$ cat config.mk
export PLATFORM = sky130hd
export DESIGN_NAME = interp_x4_seq
export DESIGN_NICKNAME = d
export VERILOG_FILES = /design/src/rtl/interp_pkg.sv /design/src/rtl/sync_fifo.sv /design/src/rtl/interp_x4_seq.sv
export SDC_FILE = /design/constraint.sdc
export NUM_CORES = 1
export LEC_CHECK = 0
export ABC_CLOCK_PERIOD_IN_PS = 3100
export BUFFER_PORTS_ARGS = -buffer_cell sky130_fd_sc_hd__buf_2
export CAP_MARGIN = 20
export CORE_MARGIN = 2
export CORE_UTILIZATION = 55
export DETAILED_ROUTE_END_ITERATION = 10
export GPL_TIMING_DRIVEN = 1
export PLACE_DENSITY = 0.82
export SLEW_MARGIN = 10
export SYNTH_ARGS = -nofsm -noshare
export SYNTH_HDL_FRONTEND = slang
export SYNTH_SLANG_ARGS = --single-unit
$ cat constraint.sdc
create_clock -name clk -period 3.1 [get_ports clk]
set_clock_uncertainty 0.1 [all_clocks]
set_input_delay 0.465 -clock clk [delete_from_list [all_inputs] [get_ports clk]]
set_output_delay 0.465 -clock clk [all_outputs]
set_load 0.1 [all_outputs]
$ cat src/rtl/interp_pkg.sv
// Shared types and defaults for the stage-2 interpolation sequencer.
package interp_pkg;

  localparam int DW_DEFAULT = 16;
  localparam int L_DEFAULT  = 4;
  localparam int PHASE_W    = $clog2(L_DEFAULT);

  typedef enum logic [1:0] {
    IDLE  = 2'd0,
    PRIME = 2'd1,
    RUN   = 2'd2,
    FLUSH = 2'd3
  } state_t;

endpackage

$ cat src/rtl/sync_fifo.sv
// Single-clock FIFO with show-ahead read data; DEPTH must be a power of two.
module sync_fifo #(
  parameter int DW    = 16,
  parameter int DEPTH = 4
) (
  input  logic                     clk,
  input  logic                     rst_n,
  input  logic                     push,
  input  logic                     pop,
  input  logic [DW-1:0]            din,
  output logic [DW-1:0]            dout,
  output logic [$clog2(DEPTH):0]   count,
  output logic                     empty,
  output logic                     full
);

  localparam int AW = $clog2(DEPTH);

  logic [DW-1:0] mem [DEPTH];
  logic [AW-1:0] wr_ptr;
  logic [AW-1:0] rd_ptr;
  logic          do_push;
  logic          do_pop;

  // A push against a full FIFO is dropped, never written through.
  assign do_push = push && !full;
  assign do_pop  = pop && !empty;
  assign empty   = (count == '0);
  assign full    = (count == (AW+1)'(DEPTH));
  assign dout    = mem[rd_ptr];

  always_ff @(posedge clk) begin
    if (do_push) mem[wr_ptr] <= din;
  end

  always_ff @(posedge clk or negedge rst_n) begin
    if (!rst_n) begin
      wr_ptr <= '0;
      rd_ptr <= '0;
      count  <= '0;
    end else begin
      if (do_push) wr_ptr <= wr_ptr + 1'b1;
      if (do_pop)  rd_ptr <= rd_ptr + 1'b1;
      case ({do_push, do_pop})
        2'b10:   count <= count + 1'b1;
        2'b01:   count <= count - 1'b1;
        default: count <= count;
      endcase
    end
  end

endmodule

$ cat src/rtl/interp_x4_seq.sv
// Stage-2 interpolation sequencer: buffers low-rate samples, zero-stuffs them
// into the FIR at one sample per L-cycle frame and tags the FIR output.
module interp_x4_seq
  import interp_pkg::*;
#(
  parameter int DW         = DW_DEFAULT,
  parameter int L          = L_DEFAULT,
  parameter int FIFO_DEPTH = 4,
  parameter int FIR_LAT    = 1,
  parameter int FLUSH_LEN  = 64
) (
  input  logic                 clk,
  input  logic                 rst_n,
  input  logic                 start,
  input  logic                 stop,
  input  logic [DW-1:0]        s_data,
  input  logic                 s_valid,
  output logic                 s_ready,
  output logic [DW-1:0]        fir_din,
  input  logic [DW-1:0]        fir_dout,
  output logic [DW-1:0]        m_data,
  output logic                 m_valid,
  output logic [$clog2(L)-1:0] m_phase,
  output logic                 busy,
  output logic                 underrun,
  input  logic                 clr_underrun,
  output state_t               dbg_state
);

  localparam int PW  = $clog2(L);
  localparam int CW  = $clog2(FIFO_DEPTH) + 1;
  localparam int FCW = $clog2(FLUSH_LEN + 1);

  state_t          state;
  logic [PW-1:0]   phase;
  logic            stop_pend;
  logic [FCW-1:0]  flush_cnt;
  logic            fifo_pop;
  logic [DW-1:0]   fifo_dout;
  logic [CW-1:0]   fifo_count;
  logic            fifo_empty;
  logic            fifo_full;
  logic            underrun_set;
  logic            last_phase;
  logic [PW-1:0]   phase_next;
  logic [FIR_LAT:0] vld_pipe;
  logic [PW-1:0]   ph_pipe [FIR_LAT+1];

  // Input handshake: a sample transfers on a rising clk edge where
  // s_valid && s_ready; s_ready depends only on the FIFO fill level.
  assign s_ready      = !fifo_full;
  assign busy         = (state != IDLE);
  assign dbg_state    = state;
  assign last_phase   = (phase == PW'(L - 1));
  assign phase_next   = last_phase ? '0 : phase + 1'b1;
  assign fifo_pop     = (state == RUN) && (phase == '0) && !fifo_empty;
  assign underrun_set = (state == RUN) && (phase == '0) && fifo_empty;

  sync_fifo #(
    .DW    (DW),
    .DEPTH (FIFO_DEPTH)
  ) u_fifo (
    .clk   (clk),
    .rst_n (rst_n),
    .push  (s_valid),
    .pop   (fifo_pop),
    .din   (s_data),
    .dout  (fifo_dout),
    .count (fifo_count),
    .empty (fifo_empty),
    .full  (fifo_full)
  );

  always_ff @(posedge clk or negedge rst_n) begin
    if (!rst_n) begin
      state     <= IDLE;
      phase     <= '0;
      stop_pend <= 1'b0;
      flush_cnt <= '0;
      fir_din   <= '0;
    end else begin
      fir_din <= '0;
      case (state)
        IDLE: begin
          phase     <= '0;
          // start+stop together: start wins, stop is replayed in PRIME
          stop_pend <= start && stop;
          if (start) state <= PRIME;
        end
        PRIME: begin
          if (stop || stop_pend) begin
            state     <= FLUSH;
            stop_pend <= 1'b0;
            flush_cnt <= '0;
          end else if (fifo_count != '0) begin
            state <= RUN;
            phase <= '0;
          end
        end
        RUN: begin
          phase <= phase_next;
          if (phase == '0 && !fifo_empty) fir_din <= fifo_dout;
          if (last_phase) begin
            if (stop || stop_pend) begin
              state     <= FLUSH;
              stop_pend <= 1'b0;
              flush_cnt <= '0;
            end
          end else begin
            stop_pend <= stop_pend | stop;
          end
        end
        FLUSH: begin
          if (flush_cnt == FCW'(FLUSH_LEN - 1)) begin
            state <= IDLE;
            phase <= '0;
          end else begin
            phase     <= phase_next;
            flush_cnt <= flush_cnt + 1'b1;
          end
        end
        default: state <= IDLE;
      endcase
    end
  end

  // Tag line: stage 0 lines up with fir_din, the output register adds one more.
  always_ff @(posedge clk or negedge rst_n) begin
    if (!rst_n) begin
      vld_pipe <= '0;
      for (int k = 0; k <= FIR_LAT; k++) ph_pipe[k] <= '0;
      m_valid  <= 1'b0;
      m_phase  <= '0;
      m_data   <= '0;
    end else begin
      vld_pipe[0] <= (state == RUN) || (state == FLUSH);
      ph_pipe[0]  <= phase;
      for (int k = 1; k <= FIR_LAT; k++) begin
        vld_pipe[k] <= vld_pipe[k-1];
        ph_pipe[k]  <= ph_pipe[k-1];
      end
      m_valid <= vld_pipe[FIR_LAT];
      m_phase <= ph_pipe[FIR_LAT];
      m_data  <= fir_dout;
    end
  end

  always_ff @(posedge clk or negedge rst_n) begin
    if (!rst_n)            underrun <= 1'b0;
    else if (underrun_set) underrun <= 1'b1;
    else if (clr_underrun) underrun <= 1'b0;
  end

endmodule
==> results.md <==
- Largest net degree at the start of global routing: 62
- Setup violators final: 0
- Worst Path Max Fanout: 6
- Layout Nets: 428
- Hold Fails Final Rpt: 0
- Most common cell in the netlist: edfxtp_1
- Drt first pass iters: 4
- Power Density: 739.1 nW/um^2
- FMAX: 0.4154 GHz
- GPL Wtd Cong: 0.7892
- Leak Pwr: 0.002542 uW
- Design area: 5949 sq um
- Clock slew at reported path FFs: 60 ps
- Area after DPL: 5229 sq um
- Drt initial violations: 114
- Critical path arrival: 2740 ps
- Root Buffer: clkbuf_8
- Inserted Clock Buffers: 17
- Post-Route WL: 8402 microns
- IO buf count: 77
- Area share of the largest cell type after synthesis: 40.54%
- GRT Resource Usage Total: 19.48%
- Io pins: 78
- Worst Hold Class: in -> async
- Initial core utilization: 57.12%
- Share of cells above drive strength 1: 36.08%
- Core area: 8299 sq um
- Crit path launch type: flip-flop
- Max-slew violation total from the final report: 0
- Worst Setup Path Type: reg -> reg
- Syn Nets: 322
- Register area: 3450 sq um
- Crit path required time: 3440 ps
- Row Count: 33
- Synth area leader: edfxtp_1
- Die H: 96.84 microns
- Final min period: 2408 ps
- Die area: 9378 sq um
- Grt total ovfl: 0
- Worst-margin pin slew: 887.7 ps
- DP HPWL: 4978 microns
- Max-Cap Viols: 0
- Count of different cell masters after synthesis: 46
- RSZ-0062 raised after global routing: no
- Main synth FF type: edfxtp_1
- Vias per cell: 5.377
- Post-synth EDFFs: 64
- Slew margin rel.: 40.82%
- Mapped Avg Cell Area: 17.62 sq um
- Final ANT Viol Nets: 0
- Outcome: finished, final reports clean
- Post-CTS Repair Setup Buffers: 0
- Post-synthesis sequential area ratio: 72.74%
- Multi-input logic area: 1180 sq um
- Async set-reset flop share out of synthesis: 48.80%
- Via count: 2,651
- Crit. End Element: flip-flop
- Diode count: 0
- Clk_lat worst skew: 510 ps
- Residual DRC: 0
- Post-Syn Area: 4741 sq um
- Period utilization: 77.66%
- Die width: 96.84 microns
- Filler instances: 516
- Gate Count Post-Synth: 269
- Avg WL per Cell: 17.04 microns
- H-tree depth: 4
- Synth top area cells: edfxtp_1 41%, dfrtp_1 32%, mux4_2 7.6%
- Layout area overhead: 25.49%
- Final setup TNS: 0 ps
- Maximum vdd drop: 0.4427 mV
- Initial antenna violation count: 0
- YS warnings: 0
- Yosys reg bits: 125
- Synth cell count leaders: 64 x edfxtp_1, 61 x dfrtp_1, 17 x and2_1
- Number of global-route vias before repair: 2,876
- Clock Tree Buf Depth: 2
- First-pass GRT wire length: 13,820 microns
- Clk sinks: 125
- Slack of the worst reg-to-reg path: 690 ps
- CTS tree: yes
## flip-flops by register name, indices dropped and copies added, names as in the netlist
register and flops:
u_fifo.count 3, phase 2, dbg_state 2, vld_pipe 2, u_fifo.mem 64, m_data 16
ph_pipe 4, stop_pend 1, underrun 1, m_valid 1, u_fifo.rd_ptr 2, m_phase 2
u_fifo.wr_ptr 2, fir_din 16, flush_cnt 7
## critical path, stage by stage, from the launching register on
cell and delay (ps):
dfrtp_1 430, inv_1 150, ha_1 230, nand2_1 90
nor2b_1 210, ha_1 220, inv_1 60, fa_1 380
xor2_1 150, nor2_1 140, xor2_1 160
## final timing paths
| check | end | start | cells after the start |
|---|---|---|---|
| max | u_fifo.count[2] | dbg_state[0] | 10 |
| min | m_data[4] | rst_n | 2 |
| max in group asynchronous | dbg_state[1] | rst_n | 2 |
| min reg2reg | ph_pipe[1] | ph_pipe[3] | 0 |
| max reg2reg | u_fifo.count[2] | dbg_state[0] | 10 |
| min in group clk | underrun | clr_underrun | 2 |
## metrics by stage
step	setup WS (ps)	power [uW]	instances	util, %	hold WS (ps)
6_report	692.4	4398	493	71.69	11.91
5_1_grt	561.7	4573	493	71.69	36.38
4_1_cts	678.7	4447	493	71.69	28.27
3_5_place_dp	726.9	2573	445	63.00	234.7
3_3_place_gp	881.6	2540	445	63.00	231.5
2_1_floorplan	53.13	2401	269	-	69.41
## metal layers
metal	part of all wire (%)	wire length [microns]	GRT usage [%]	up-vias
met4	1.2	101	6.934	0
met3	5.1	427	7.081	11
met1	40	3333	22.02	1351
met5	0	0	0	-
met2	54	4540	34.08	87
li1	-	-	-	1202
## cell type report
cell class                 count  area share [%]
clock inverter                14           2.229
timing repair buffer          96           9.548
sequential                   125           57.98
clock buffer                  18           7.192
multi-input combinational    119           19.83
tap                          105           2.208
inverter                      16           1.009
## logic make-up after synthesis
| logic type | count (synthesis) | synth area share [%] |
|---|---|---|
| AND/OR/NAND/NOR | 54 | 6.704 |
| XOR/XNOR | 7 | 1.293 |
| AO/OA/AOI/OAI | 22 | 4.039 |
| flip-flops | 125 | 72.74 |
| multiplexers | 21 | 8.736 |
| adder cells (fa/ha/maj) | 15 | 4.117 |
| buffers and inverters | 25 | 2.375 |
## placed cells by master, fill, tap and decap left out, drive strengths merged, types with 4 or more instances in the layout
cell type,n
dfrtp,61
nand2,7
nor2,5
o21ai,5
clkinv,4
mux4,16
and2,17
buf,80
and3,4
edfxtp,64
a22o,4
xnor2,4
dlygate4sd3,16
inv,23
nand3,5
clkbuf,18
ha,14
## repair_timing
item                                    in CTS  in global routing
hold buffers                                16                  0
hold endpoints to repair                    16                  0
gates resized for setup                      0                  0
endpoints found under the setup margin       0                  0
## power breakdown
part / total, uW / switching, uW / internal [uW]
combinational: 497 / 345 / 152
clock: 1840 / 740 / 1100
sequential: 2060 / 73.9 / 1990
(Power assumes the default switching activity.)
